## src/rtl/pipe_stage_reg.sv

```systemverilog
// +----------------------------------------------------------------------------+
// | Module  : pipe_stage_reg                                                   |
// | Brief   : Elastic valid/ready pipeline register with flush/freeze and an   |
// |           optional skid entry (enabled by macro PIPE_STAGE_SKID_EN).       |
// | Revision: 1.0 - initial release                                            |
// +----------------------------------------------------------------------------+
`default_nettype none

module pipe_stage_reg #(
    parameter int unsigned WORD_LEN   = 16,
    parameter int unsigned NUM_FIELDS = 2
) (
    input  logic                           clk,
    input  logic                           rst,
    input  logic                           flush,
    input  logic                           freeze,
    input  logic                           in_valid,
    output logic                           in_ready,
    input  logic [WORD_LEN*NUM_FIELDS-1:0] in_data,
    output logic                           out_valid,
    input  logic                           out_ready,
    output logic [WORD_LEN*NUM_FIELDS-1:0] out_data,
    output logic [1:0]                     occupancy
);

    localparam int unsigned c_PW = WORD_LEN * NUM_FIELDS;

    // Encodings equal the entry count so occupancy can be read straight off the state.
    typedef enum logic [1:0] {
        ST_EMPTY = 2'd0,
        ST_ONE   = 2'd1,
        ST_FULL  = 2'd2
    } state_t;

    state_t            r_state;
    logic [c_PW-1:0]   r_md;
    logic              r_live;
    logic              w_mv;
    logic              w_accept;
    logic              w_release;

    assign w_mv      = (r_state != ST_EMPTY);
    assign out_valid = w_mv & ~flush & ~freeze;
    assign out_data  = r_md;
    assign w_accept  = in_valid & in_ready;
    assign w_release = out_valid & out_ready;

`ifdef PIPE_STAGE_SKID_EN
    logic [c_PW-1:0]   r_sd;
    logic              w_sv;

    // Ready comes only from registered state, breaking the out_ready->in_ready path.
    assign w_sv      = (r_state == ST_FULL);
    assign in_ready  = r_live & ~flush & ~freeze & ~w_sv;
    assign occupancy = r_state;
`else
    assign in_ready  = r_live & ~flush & ~freeze & (~w_mv | out_ready);
    assign occupancy = {1'b0, w_mv};
`endif

    always_ff @(posedge clk or negedge rst) begin
        if (!rst) begin
            r_state <= ST_EMPTY;
            r_md    <= '0;
            r_live  <= 1'b0;
`ifdef PIPE_STAGE_SKID_EN
            r_sd    <= '0;
`endif
        end else begin
            r_live <= 1'b1;
            if (flush) begin
                r_state <= ST_EMPTY;
                r_md    <= '0;
`ifdef PIPE_STAGE_SKID_EN
                r_sd    <= '0;
`endif
            end else if (!freeze) begin
                case (r_state)
                    ST_EMPTY: begin
                        if (w_accept) begin
                            r_md    <= in_data;
                            r_state <= ST_ONE;
                        end
                    end
                    ST_ONE: begin
                        if (w_accept && w_release) begin
                            r_md <= in_data;
`ifdef PIPE_STAGE_SKID_EN
                        end else if (w_accept) begin
                            r_sd    <= in_data;
                            r_state <= ST_FULL;
`endif
                        end else if (w_release) begin
                            r_state <= ST_EMPTY;
                        end
                    end
`ifdef PIPE_STAGE_SKID_EN
                    ST_FULL: begin
                        if (w_release) begin
                            r_md    <= r_sd;
                            r_state <= ST_ONE;
                        end
                    end
`endif
                    default: r_state <= ST_EMPTY;
                endcase
            end
        end
    end

endmodule

`default_nettype wire

```

## config.mk

```make
export PLATFORM = sky130hd
export DESIGN_NAME = pipe_stage_reg
export DESIGN_NICKNAME = d
export VERILOG_FILES = /design/src/rtl/pipe_stage_reg.sv
export SDC_FILE = /design/constraint.sdc
export NUM_CORES = 1
export LEC_CHECK = 0
export ABC_AREA = 1
export CORE_ASPECT_RATIO = 1.2
export CORE_MARGIN = 10
export CORE_UTILIZATION = 35
export DETAILED_ROUTE_END_ITERATION = 8
export PLACE_DENSITY = 0.85
export SKIP_LAST_GASP = 1
export SLEW_MARGIN = 40
export SYNTH_ARGS = -nofsm -noshare
export SYNTH_HDL_FRONTEND = slang
export SYNTH_SLANG_ARGS = --single-unit
```

## constraint.sdc

```tcl
create_clock -name clk -period 1.15 [get_ports clk]
set_input_delay 0.115 -clock clk [delete_from_list [all_inputs] [get_ports clk]]
set_output_delay 0.115 -clock clk [all_outputs]
set_load 0.1 [all_outputs]
```

Yosys cells after proc, flatten, opt, wreduce, memory -nomap -nowiden
Cells that the tools add are included.

Register bits after elaboration: 35. Input bits: 38. Output and inout port bits: 36. Word-level logic and storage cells: 37.

Eq/ne operators: 6. Multiplexer cells: 11. Bitwise operators: 11. Reduce and logical (&&, ||, !) cells: 6.

Operator list (number): $mux 32 (4); $pmux 32 s2 (1); $ne 3x3->1 const B (4); $mux 2 (5); $reduce_and 4->1 (2); $and 1x1->1 (7); $pmux 2 s2 (1); $not 1->1 (3); $reduce_bool 3->1 (1); $eq 2x1->1 const B (1); $logic_not 2->1 (1); $ne 2x2->1 const B (1); $reduce_bool 2->1 (1); $logic_and 1x1->1 (1); $or 1x1->1 (1).

Logic depth before layout (Yosys ltp)
Gate-level depths: netlist of the first run.

Depth after elaboration: 10. Mapped depth: 7. Depth with buffers taken out: 6.

Worst setup path before layout of the first run
No wires, ideal clock.

Kind: input port to output port. From: input flush. To: output out_valid. Arrival: 1.780 ns. Data required time: 1.035 ns. Setup slack: -0.745 ns. Stages on the path: 4. Path buffers: 1. Cell sequence: inv_2 > clkbuf_1 > nand2_1 > nor2_1.

Word-level cells in the longest chain between the ends: 3.

RTL lines: from (decl) (RTL line 15) `input logic flush,`; $not 1->1 (RTL line 43) `assign out_valid = w_mv & ~flush & ~freeze;`; $and 1x1->1 (2 in a row) (RTL line 43); to (decl) (RTL line 20) `output logic out_valid,`.

Every way passes these cells.

Worst setup path after layout of the first run
From: register r_state[0]. To: output in_ready.

Word-level cells in the longest chain between the ends: 4.

RTL lines: from (decl) (RTL line 35) `state_t r_state;`; from (signal assigned) (RTL line 63) `r_state <= ST_EMPTY;`; from (signal assigned) (RTL line 72) `r_state <= ST_EMPTY;`; from (signal assigned) (RTL line 82) `r_state <= ST_ONE;`; $reduce_bool 2->1 (RTL line 42) `assign w_mv = (r_state != ST_EMPTY);`; $not 1->1 (RTL line 57) `assign in_ready = r_live & ~flush & ~freeze & (~w_mv | out_ready);`; $or 1x1->1 (RTL line 57); $and 1x1->1 (RTL line 57); to (decl) (RTL line 18) `output logic in_ready,`.

Every way passes these cells.

==> results of run 1 <==
==> flip-flops by register name, indices dropped and copies added, names as in the netlist <==
signal    flops
out_data     32
r_live        1
r_state       1
==> kinds of logic after synthesis <==
| kind of cell | Yosys count | share of synthesized area |
|---|---|---|
| buf+inv | 13 | 0.0573 |
| compound gates | 32 | 0.111 |
| simple gates | 80 | 0.235 |
| flops | 34 | 0.591 |
| other cells | 2 | 0.00521 |
==> worst register-to-register path, delay by kind of cell, from the launching register on <==
kind	cells	cell delay (ps)
AO/OA/AOI/OAI	1	140
buffers and inverters	2	340
flip-flops	1	400
AND/OR/NAND/NOR	3	290
==> power groups by stage <==
stage          Combinational [mW]  Clock (mW)  Sequential, mW
5_1_grt                      1.83        1.01            1.43
6_report                     1.77       0.926            1.42
2_1_floorplan               0.243           0            2.01
4_1_cts                      1.66       0.918            1.41
3_5_place_dp                 1.53           0            1.43
3_3_place_gp                 1.51           0            1.42
==> worst paths after layout <==
check	startpoint	to	slack [ps]	depth (start not counted)
worst max-delay path	r_state[0]$_DFFE_PN0P_	in_ready	-140	3
worst min-delay path	rst	out_data[2]$_DFFE_PN0P_	320	3
worst max register to register	r_state[0]$_DFFE_PN0P_	out_data[13]$_DFFE_PN0P_	-130	6
worst min register to register	out_data[3]$_DFFE_PN0P_	out_data[3]$_DFFE_PN0P_	550	2
max in group asynchronous	rst	out_data[5]$_DFFE_PN0P_	630	3
min in group clk	freeze	r_state[0]$_DFFE_PN0P_	410	4
==> per-layer routing <==
metal,global-route usage,up-vias,wire length [um]
met5,0,-,0
met4,0.0734,0,145
met2,0.297,61,3670
li1,-,703,-
met3,0.0538,10,361
met1,0.170,754,2300
==> placed cells by master, fill, tap and decap left out, drive strengths merged <==
cell	n
dlygate4sd3	1
clkdlybuf4s50	34
buf	61
conb	2
dlygate4sd2	2
nor2	67
clkinv	1
inv	2
clkbuf	8
nand4	1
and3	1
nand3	3
dfrtp	34
nand2	8
o21ai	32
==> through the flow <==
stage	utilization	setup slack, ps
global placement	0.676	-269
finish	0.836	-138
CTS	0.783	-118
detailed placement	0.676	-361
global route	0.836	-184
floorplan	-	-20.8
==> cell type report <==
cell class | count | area [um2] | area share
repair buffers | 99 | 1520 | 0.456
clock buffers | 7 | 86.3 | 0.0260
multi-input cells | 114 | 748 | 0.225
well taps | 54 | 67.6 | 0.0203
inverters | 2 | 7.51 | 0.00226
clock inverters | 1 | 5.00 | 0.00151
flip-flops and latches | 34 | 891 | 0.268
==> what timing repair did <==
action | 4_1_cts | 5_1_grt
gates cloned | 7 | 1
setup buffers | 6 | 1
endpoints found under the setup margin | 23 | 36
gates resized for setup | 49 | 60
pin swaps | 9 | 17
hold endpoints to repair | 34 | 0
hold buffers | 1 | 0
==> impl_summary.txt, run 1 <==
----------------------------------------------------
[Power and ir drop]
  Maximum vdd drop ... slightly below 900 uV
  Fraction of power consumed by the clock network ... 0.224
  Final total power ... 4.12 mW
  Portion of total power attributed to combinational logic ... 0.430
  Power Density ... about 1200 nW/um2
  Switch share ... 0.395
  Portion of total power attributed to sequential cells ... 0.345
  Cell-internal power ... 2.50 mW
  Reported leakage power ... around 1.4 nW
  Reported net switching power ... 1.63 mW

[Clock network]
  TritonCTS Sinks ... 34
  Clock slew at the register clock pins of the worst setup and hold paths ... about 70 ps
  Clock H-tree levels ... 2
  Clock latency on the worst-skew pair ... between 200 and 300 ps
  CTS Root Buffer Type ... sky130_fd_sc_hd__clkbuf_8
  Clock tree from TritonCTS ... done
  CTS Buffer Depth ... 2
  Inserted Clock Buffers ... 5

[Timing]
  Part of the cycle the worst path needs ... 1.12
  Worst-case setup margin in the final layout ... -138 ps
  Setup repair after global routing missed its margin ... true
  Slew Limit Fails ... 0
  Worst hold slack ... between 300 and 400 ps
  Worst setup skew after layout ... ~7.2 ps
  Setup-failing EPs final ... 36
  Min cycle time layout ... 1290 ps
  Total Negative Setup Slacks ... -3120 ps
  Achievable frequency ... between 700 and 800 MHz
  Number of hold violations in the final report ... 0

[Critical path]
  CP Data Arrival Time ... between 1000 and 1500 ps
  WP buf/inv ... 1
  Type of element launching the critical path ... flip-flop
  CP delay by family, top ... flip-flops
  Setup Crit Path Kind ... reg -> out
  Kind of end point of the critical path ... output port
  Cell chain of the critical path ... nand2_2 > and3_4 > buf_12
  Crit path max fanout ... 2
  CP max stage delay ... approximately 400 ps
  CP Data Required Time ... 1030 ps
  Crit path max-delay cell type ... sky130_fd_sc_hd__dfrtp_1

[Global route]
  Initial antenna violation count ... 0
  Total overflow reported by the global router ... 0
  Maximum number of pins on one net before global-route repair ... 35
  Total routing resource utilization after global routing ... 0.166
  Wire length of the first global-routing pass ... 9120 um
  Vias in the first global route ... ~1600

[Die]
  Area of the placeable core ... ~4000 um2
  Die Span Y ... around 90 um
  Die W ... ~79 um
  Initial core utilization ... 0.363
  Die ar. ... just over 7000 um2
  Floorplan row count ... 25
  I/O pin count ... 74

[Cells and area]
  Number of standard cells in the layout, taps in and fillers out ... ~310
  Number of filler instances in the final layout ... between 200 and 250
  Final Cell Area ... between 3000 and 4000 um2
  Area growth, synth to finish ... 131%
  Final net count ... just under 300
  Share of final-layout standard cells stronger than drive strength 1 ... 0.611
  Antenna diode count ... 0

[Synthesis]
  Most common cell in the netlist ... sky130_fd_sc_hd__nor2_1
  Top cells by area in the synthesized netlist ... sky130_fd_sc_hd__dfrtp_1 (59%), sky130_fd_sc_hd__nor2_1 (17%), sky130_fd_sc_hd__o21ai_0 (11%)
  Yosys reg bits ... 34
  Post-Synthesis Net Count ... slightly below 200
  Post-synth top cells ... sky130_fd_sc_hd__nor2_1 (66), sky130_fd_sc_hd__dfrtp_1 (34), sky130_fd_sc_hd__o21ai_0 (32)
  Per-instance average area after synthesis ... approximately 9 um2
  Number of enable-type register cells in the synthesized netlist ... 0
  Fraction of post-synthesis cell area in the top cell type by area ... 0.591
  Total number of yosys warnings ... 0
  Part of the Yosys area used for sequential elements ... 0.591
  Leading register cell type out of synthesis ... sky130_fd_sc_hd__dfrtp_1
  Proportion of synthesized flip-flops having asynchronous set or reset ... 1.00
  Most area-hungry cell type in the Yosys netlist ... sky130_fd_sc_hd__dfrtp_1
  Count of unique library cells instantiated by Yosys ... 16
  Count of mapped cells out of synthesis ... about 160
  Cell area after technology mapping ... around 1400 um2

[Placement]
  Global placement routability congestion ... 0.742
  Cell area after placement ... between 2000 and 3000 um2
  # placed instances ... between 200 and 300
  Placed wire-length estimate ... between 3000 and 4000 um
  Count of buffers inserted at the top-level ports ... 72

[Drt]
  Number of antenna-violating nets in the routed design ... 0
  Initial DRC count ... a little over 90
  Routed wire length per instance ... 20.8 um
  First-pass detailed-route iteration total ... 6
  Routed via count ... roughly 1500
  Via density ... between 4 and 5
  Final routed wirelength across all metal layers ... approximately 6500 um
  DRC errors left ... 0

[Min path]
  Hold Path Class ... in -> async

[Run status]
  Status ... complete, but fails checks
  Violated checks ... negative setup slack

[Flow run]
  Max cap viols ... 0

----------------------------------------------------
Note: power is estimated with default switching activity, not from simulation.
==> inputs of run 2 (changes only) <==
--- a/config.mk
+++ b/config.mk
@@ -11,6 +11,7 @@
 export CORE_UTILIZATION = 35
 export DETAILED_ROUTE_END_ITERATION = 8
 export PLACE_DENSITY = 0.85
+export RECOVER_POWER = 25
 export SKIP_LAST_GASP = 1
 export SLEW_MARGIN = 40
 export SYNTH_ARGS = -nofsm -noshare
==> impl_summary.txt, run 2 (synthesized netlist as in run 1, its figures left out) <==
----------------------------------------------------
[Cells and area]
  Final Util ... 0.833 (was 0.836)
  Most frequent cells in the layout ... sky130_fd_sc_hd__nor2_1 (51), sky130_fd_sc_hd__buf_12 (39), sky130_fd_sc_hd__clkdlybuf4s50_1 (34) (was sky130_fd_sc_hd__nor2_1 (51), sky130_fd_sc_hd__buf_12 (40), sky130_fd_sc_hd__clkdlybuf4s50_1 (34))
  Multi-input gate area in the final layout ... 748 um2 (unchanged)
  Leading cell type in the layout, fill and taps excluded ... sky130_fd_sc_hd__nor2_1 (unchanged)
  Combined flip-flop and latch cell area ... 891 um2 (unchanged)
  Share of final-layout standard cells stronger than drive strength 1 ... 0.611 (unchanged)
  Number of standard cells in the layout, taps in and fillers out ... 311 (unchanged)
  Final net count ... 294 (unchanged)
  Area growth, synth to finish ... 130% (was 131%)
  Flip-flop count of the largest register, all copies and words added ... 32 (unchanged)
  Antenna diode count ... 0 (unchanged)
  Number of filler instances in the final layout ... 207 (was 205)

[Clock network]
  TritonCTS Sinks ... 34 (unchanged)
  Inserted Clock Buffers ... 5 (unchanged)
  Clock latency on the worst-skew pair ... 290 ps (about the same)
  Clock slew at the register clock pins of the worst setup and hold paths ... 70 ps (about the same)
  Clock tree from TritonCTS ... done (unchanged)
  CTS Root Buffer Type ... sky130_fd_sc_hd__clkbuf_8 (unchanged)
  Clock H-tree levels ... 2 (unchanged)
  CTS Buffer Depth ... 2 (unchanged)

[Timing]
  Part of the cycle the worst path needs ... 1.12 (about the same)
  Worst hold slack ... 413 ps (was 325 ps)
  Min cycle time layout ... 1290 ps (about the same)
  Setup-failing EPs final ... 36 (unchanged)
  Worst setup skew after layout ... 6.24 ps (was 7.21 ps)
  Achievable frequency ... 777 MHz (about the same)
  Setup repair after global routing missed its margin ... true (unchanged)
  Slew Limit Fails ... 0 (unchanged)
  Number of hold violations in the final report ... 0 (unchanged)
  Worst-case setup margin in the final layout ... -137 ps (was -138 ps)

[Drt]
  Routed wire length per instance ... 20.8 um (about the same)
  DRC errors left ... 0 (unchanged)
  Via density ... 4.92 (was 4.91)
  First-pass detailed-route iteration total ... 4 (was 6)
  Initial DRC count ... 85 (was 91)
  Number of antenna-violating nets in the routed design ... 0 (unchanged)
  Routed via count ... 1530 (was 1528)
  Final routed wirelength across all metal layers ... 6460 um (was 6480 um)

[Global route]
  Initial antenna violation count ... 0 (unchanged)
  Maximum number of pins on one net before global-route repair ... 35 (unchanged)
  Total overflow reported by the global router ... 0 (unchanged)
  Total routing resource utilization after global routing ... 0.166 (unchanged)
  Vias in the first global route ... 1638 (unchanged)
  Wire length of the first global-routing pass ... 9120 um (unchanged)

[Run status]
  Status ... complete, but fails checks (unchanged)
  Violated checks ... negative setup slack (unchanged)

[Critical path]
  Cell chain of the critical path ... nand2_2 > and3_4 > buf_12 (unchanged)
  CP max stage delay ... 400 ps (about the same)
  CP Data Required Time ... 1030 ps (about the same)
  WP buf/inv ... 1 (unchanged)
  Type of element launching the critical path ... flip-flop (unchanged)
  Crit path max-delay cell type ... sky130_fd_sc_hd__dfrtp_1 (unchanged)
  Critical register-to-register path startpoint ... r_state[0]$_DFFE_PN0P_ (unchanged)
  Register-to-register path setup slack ... -130 ps (about the same)
  CP Data Arrival Time ... 1170 ps (about the same)
  Worst reg2reg path endpoint ... out_data[13]$_DFFE_PN0P_ (unchanged)
  Kind of end point of the critical path ... output port (unchanged)
  CP delay by family, top ... flip-flops (unchanged)
  Setup Crit Path Kind ... reg -> out (unchanged)
  Number of cells on the worst reg-to-reg path ... 6 (unchanged)
  Crit path max fanout ... 2 (unchanged)

[Die]
  Floorplan row count ... 25 (unchanged)
  Die ar. ... 7090 um2 (unchanged)
  Die W ... 78.6 um (unchanged)
  I/O pin count ... 74 (unchanged)
  Area of the placeable core ... 3970 um2 (unchanged)
  Initial core utilization ... 0.363 (unchanged)
  Die Span Y ... 90.3 um (unchanged)

[Placement]
  Count of buffers inserted at the top-level ports ... 72 (unchanged)
  # placed instances ... 287 (unchanged)
  Global placement routability congestion ... 0.742 (unchanged)
  Placed wire-length estimate ... 3580 um (unchanged)

[Min path]
  Hold Path Class ... in -> reg (was in -> async)
  Launch point of the worst hold path ... freeze
  Worst Hold Path EP ... r_state[0]$_DFFE_PN0P_
  Worst hold path depth ... 4

[Flow run]
  Max cap viols ... 0 (unchanged)

[Power and ir drop]
  Power Density ... 1250 nW/um2 (was 1240 nW/um2)
  Reported leakage power ... 1.40 nW (was 1.41 nW)
  Maximum vdd drop ... 882 uV (about the same)

----------------------------------------------------
## run 2: per-layer routing
metal	share of wire	vias up	track usage
li1	-	704	-
met1	0.36	749	0.170
met2	0.56	65	0.297
met3	0.056	12	0.0538
met4	0.025	0	0.0734
met5	0	-	0
## run 2: where the power goes
| group | switching (mW) | leakage, nW | total [mW] | internal [mW] |
|---|---|---|---|---|
| Sequential | 0.119 | 0.385 | 1.42 | 1.30 |
| Combinational | 1.07 | 0.971 | 1.77 | 0.703 |
| Clock | 0.444 | 0.0482 | 0.927 | 0.483 |
| Total | 1.63 | 1.40 | 4.12 | 2.49 |
## run 2: cell type report
cell class | instances | share of cell area
inverter | 2 | 0.00227
clock buffer | 7 | 0.0261
tap | 54 | 0.0204
sequential | 34 | 0.269
timing repair buffer | 99 | 0.454
clock inverter | 1 | 0.00151
multi-input combinational | 114 | 0.226
## run 2: worst max-delay path by stage
stage	startpoint	end	slack, ps	depth (start not counted)
3_5_place_dp	flush	out_data[11]$_DFFE_PN0P_	-360	6
6_report	r_state[0]$_DFFE_PN0P_	in_ready	-140	3
4_1_cts	r_state[0]$_DFFE_PN0P_	in_ready	-120	3
5_1_grt	r_state[0]$_DFFE_PN0P_	out_data[31]$_DFFE_PN0P_	-180	7
2_1_floorplan	flush	out_valid	-20	4
3_3_place_gp	flush	out_data[19]$_DFFE_PN0P_	-270	6
## run 2: worst reg2reg max path: stages, from the launching register on
cell                      delay [ps]
sky130_fd_sc_hd__dfrtp_1         400
sky130_fd_sc_hd__nand2_2         110
sky130_fd_sc_hd__nand4_4         110
sky130_fd_sc_hd__buf_12          190
sky130_fd_sc_hd__buf_8           150
sky130_fd_sc_hd__o21ai_4         140
sky130_fd_sc_hd__nor2_2           70
## run 2: repair_timing
item / CTS / global route
hold buffers: 1 / 0
endpoints found under the hold margin: 34 / 0
gates cloned: 7 / 1
gates resized for setup: 49 / 60
setup buffers: 6 / 1
pin swaps: 9 / 17
setup endpoints to repair: 23 / 36
## run 2: through the flow
step	power [mW]	setup slack [ps]	setup TNS, ps	area, um2
detailed placement	2.96	-361	-10090	2680
global placement	2.93	-269	-8620	2680
CTS	3.99	-118	-2360	3110
floorplan	2.26	-20.8	-20.8	1490
finish	4.12	-137	-3100	3310
global route	4.26	-184	-4890	3310
==> inputs of run 3 (changes only) <==
--- a/config.mk
+++ b/config.mk
@@ -10,6 +10,7 @@
 export CORE_MARGIN = 10
 export CORE_UTILIZATION = 35
 export DETAILED_ROUTE_END_ITERATION = 8
+export MAX_ROUTING_LAYER = met4
 export PLACE_DENSITY = 0.85
 export RECOVER_POWER = 25
 export SKIP_LAST_GASP = 1
==> impl_summary.txt, run 3 (synthesized netlist as in run 1, its figures left out) <==
----------------------------------------------------
[Die]
  Die ar. ... 7090 um2 (unchanged)
  Initial core utilization ... 0.363 (unchanged)
  Floorplan row count ... 25 (unchanged)
  I/O pin count ... 74 (unchanged)
  Die W ... 78.6 um (unchanged)
  Die Span Y ... 90.3 um (unchanged)
  Area of the placeable core ... 3970 um2 (unchanged)

[Placement]
  Cell area after placement ... 2680 um2 (unchanged)
  Count of buffers inserted at the top-level ports ... 72 (unchanged)
  # placed instances ... 287 (unchanged)
  Placed wire-length estimate ... 3580 um (unchanged)
  Dpl ws ... -361 ps (unchanged)
  Global placement routability congestion ... 0.751 (was 0.742)

[Cells and area]
  Leading cell type in the layout, fill and taps excluded ... sky130_fd_sc_hd__nor2_1 (unchanged)
  Area growth, synth to finish ... 129% (was 130%)
  Most frequent cells in the layout ... sky130_fd_sc_hd__nor2_1 (53), sky130_fd_sc_hd__buf_12 (39), sky130_fd_sc_hd__clkdlybuf4s50_1 (34) (was sky130_fd_sc_hd__nor2_1 (51), sky130_fd_sc_hd__buf_12 (39), sky130_fd_sc_hd__clkdlybuf4s50_1 (34))
  Number of filler instances in the final layout ... 210 (was 207)
  Antenna diode count ... 0 (unchanged)
  Share of final-layout standard cells stronger than drive strength 1 ... 0.595 (was 0.611)
  Number of standard cells in the layout, taps in and fillers out ... 311 (unchanged)
  Final Cell Area ... 3300 um2 (was 3310 um2)
  Final net count ... 294 (unchanged)
  Flip-flop count of the largest register, all copies and words added ... 32 (unchanged)
  Final Util ... 0.830 (was 0.833)

[Critical path]
  Crit path max fanout ... 2 (unchanged)
  Cell chain of the critical path ... nand2_2 > and3_4 > buf_12 (unchanged)
  Number of cells on the worst reg-to-reg path ... 7 (was 6)
  Crit path max-delay cell type ... sky130_fd_sc_hd__dfrtp_1 (unchanged)
  CP Data Required Time ... 1030 ps (about the same)
  WP buf/inv ... 1 (unchanged)
  Setup Crit Path Kind ... reg -> out (unchanged)
  Type of element launching the critical path ... flip-flop (unchanged)
  Critical path launch point ... r_state[0]$_DFFE_PN0P_ (unchanged)
  CP delay by family, top ... flip-flops (unchanged)
  CP Data Arrival Time ... 1170 ps (about the same)
  CP max stage delay ... 410 ps (was 400 ps)
  Instance count on the critical path ... 3 (unchanged)
  Critical register-to-register path startpoint ... r_state[0]$_DFFE_PN0P_ (unchanged)
  Kind of end point of the critical path ... output port (unchanged)

[Clock network]
  Clock H-tree levels ... 2 (unchanged)
  TritonCTS Sinks ... 34 (unchanged)
  Clock slew at the register clock pins of the worst setup and hold paths ... 70 ps (about the same)
  CTS Root Buffer Type ... sky130_fd_sc_hd__clkbuf_8 (unchanged)
  Clock latency on the worst-skew pair ... 290 ps (about the same)
  Clock tree from TritonCTS ... done (unchanged)
  Inserted Clock Buffers ... 5 (unchanged)
  CTS Buffer Depth ... 2 (unchanged)

[Drt]
  DRC errors left ... 0 (unchanged)
  Final routed wirelength across all metal layers ... 6410 um (was 6460 um)
  Number of antenna-violating nets in the routed design ... 0 (unchanged)
  Routed wire length per instance ... 20.6 um (was 20.8 um)
  Via density ... 4.84 (was 4.92)
  First-pass detailed-route iteration total ... 4 (unchanged)
  Routed via count ... 1505 (was 1530)
  Initial DRC count ... 52 (was 85)

[Global route]
  Wire length of the first global-routing pass ... 9100 um (was 9120 um)
  Initial antenna violation count ... 0 (unchanged)
  Total routing resource utilization after global routing ... 0.171 (was 0.166)
  Maximum number of pins on one net before global-route repair ... 35 (unchanged)
  Total overflow reported by the global router ... 0 (unchanged)
  Vias in the first global route ... 1637 (was 1638)

[Timing]
  Worst-case setup margin in the final layout ... -135 ps (was -137 ps)
  Min cycle time layout ... 1290 ps (about the same)
  Slew Limit Fails ... 0 (unchanged)
  Setup repair after global routing missed its margin ... true (unchanged)
  Total Negative Setup Slacks ... -3150 ps (was -3100 ps)
  Achievable frequency ... 778 MHz (was 777 MHz)
  Worst hold slack ... 417 ps (was 413 ps)
  Setup-failing EPs final ... 36 (unchanged)
  Number of hold violations in the final report ... 0 (unchanged)
  Part of the cycle the worst path needs ... 1.12 (about the same)
  Worst setup skew after layout ... 7.32 ps (was 6.24 ps)

[Min path]
  Hold Path Class ... in -> reg (unchanged)
  Worst hold path depth ... 4 (unchanged)
  Launch point of the worst hold path ... freeze (unchanged)

[Power and ir drop]
  Portion of total power attributed to combinational logic ... 0.429 (about the same)
  Cell-internal power ... 2.49 mW (about the same)
  Maximum vdd drop ... 876 uV (was 882 uV)
  Reported leakage power ... 1.40 nW (about the same)
  Switch share ... 0.394 (was 0.395)
  Final total power ... 4.11 mW (was 4.12 mW)
  Reported net switching power ... 1.62 mW (was 1.63 mW)
  Fraction of power consumed by the clock network ... 0.224 (was 0.225)
  Portion of total power attributed to sequential cells ... 0.346 (was 0.345)
  Power Density ... 1250 nW/um2 (about the same)

[Run status]
  Status ... complete, but fails checks (unchanged)
  Violated checks ... negative setup slack (unchanged)

[Flow run]
  Max cap viols ... 0 (unchanged)

----------------------------------------------------
==> run 3: final timing paths <==
| check | to | slack [ps] |
|---|---|---|
| setup reg to reg | out_data[31]$_DFFE_PN0P_ | -130 |
| min in group asynchronous | out_data[6]$_DFFE_PN0P_ | 450 |
| max in group asynchronous | out_data[8]$_DFFE_PN0P_ | 340 |
| hold / removal | r_state[0]$_DFFE_PN0P_ | 420 |
| setup / recovery | in_ready | -140 |
| hold reg to reg | out_data[3]$_DFFE_PN0P_ | 550 |
==> run 3: cell type report <==
cell class	count	area, um2	share of cell area
repair buffers	99	1500	0.456
flip-flops and latches	34	891	0.270
multi-input cells	114	736	0.223
clock buffers	7	86.3	0.0262
well taps	54	67.6	0.0205
inverters	2	7.51	0.00228
clock inverters	1	5.00	0.00152
==> run 3: routing by layer <==
metal / track usage / share of wire / vias to the layer above
met3: 0.0498 / 0.048 / 10
met4: 0.0734 / 0.023 / 0
met5: - / 0 / -
li1: - / - / 705
met2: 0.298 / 0.56 / 51
met1: 0.172 / 0.37 / 739
==> run 3: what timing repair did <==
item	4_1_cts	5_1_grt
resized for setup	49	56
buffers inserted	6	1
hold endpoints to repair	34	0
pin swaps	9	17
gates cloned	7	1
endpoints found under the setup margin	23	36
hold buffers	1	0
==> run 3: tightest hold or removal path: stages <==
cell and delay [ps]:
sky130_fd_sc_hd__dlygate4sd2_1 260, sky130_fd_sc_hd__buf_4 160, sky130_fd_sc_hd__nand3_1 80, sky130_fd_sc_hd__nand2_1 60
==> run 3: power by group through the flow <==
stage	clock, mW	combinational [mW]	sequential (mW)
detailed placement	0	1.53	1.43
CTS	0.918	1.66	1.41
global route	1.01	1.82	1.43
floorplan	0	0.243	2.01
finish	0.922	1.76	1.42
global placement	0	1.51	1.42
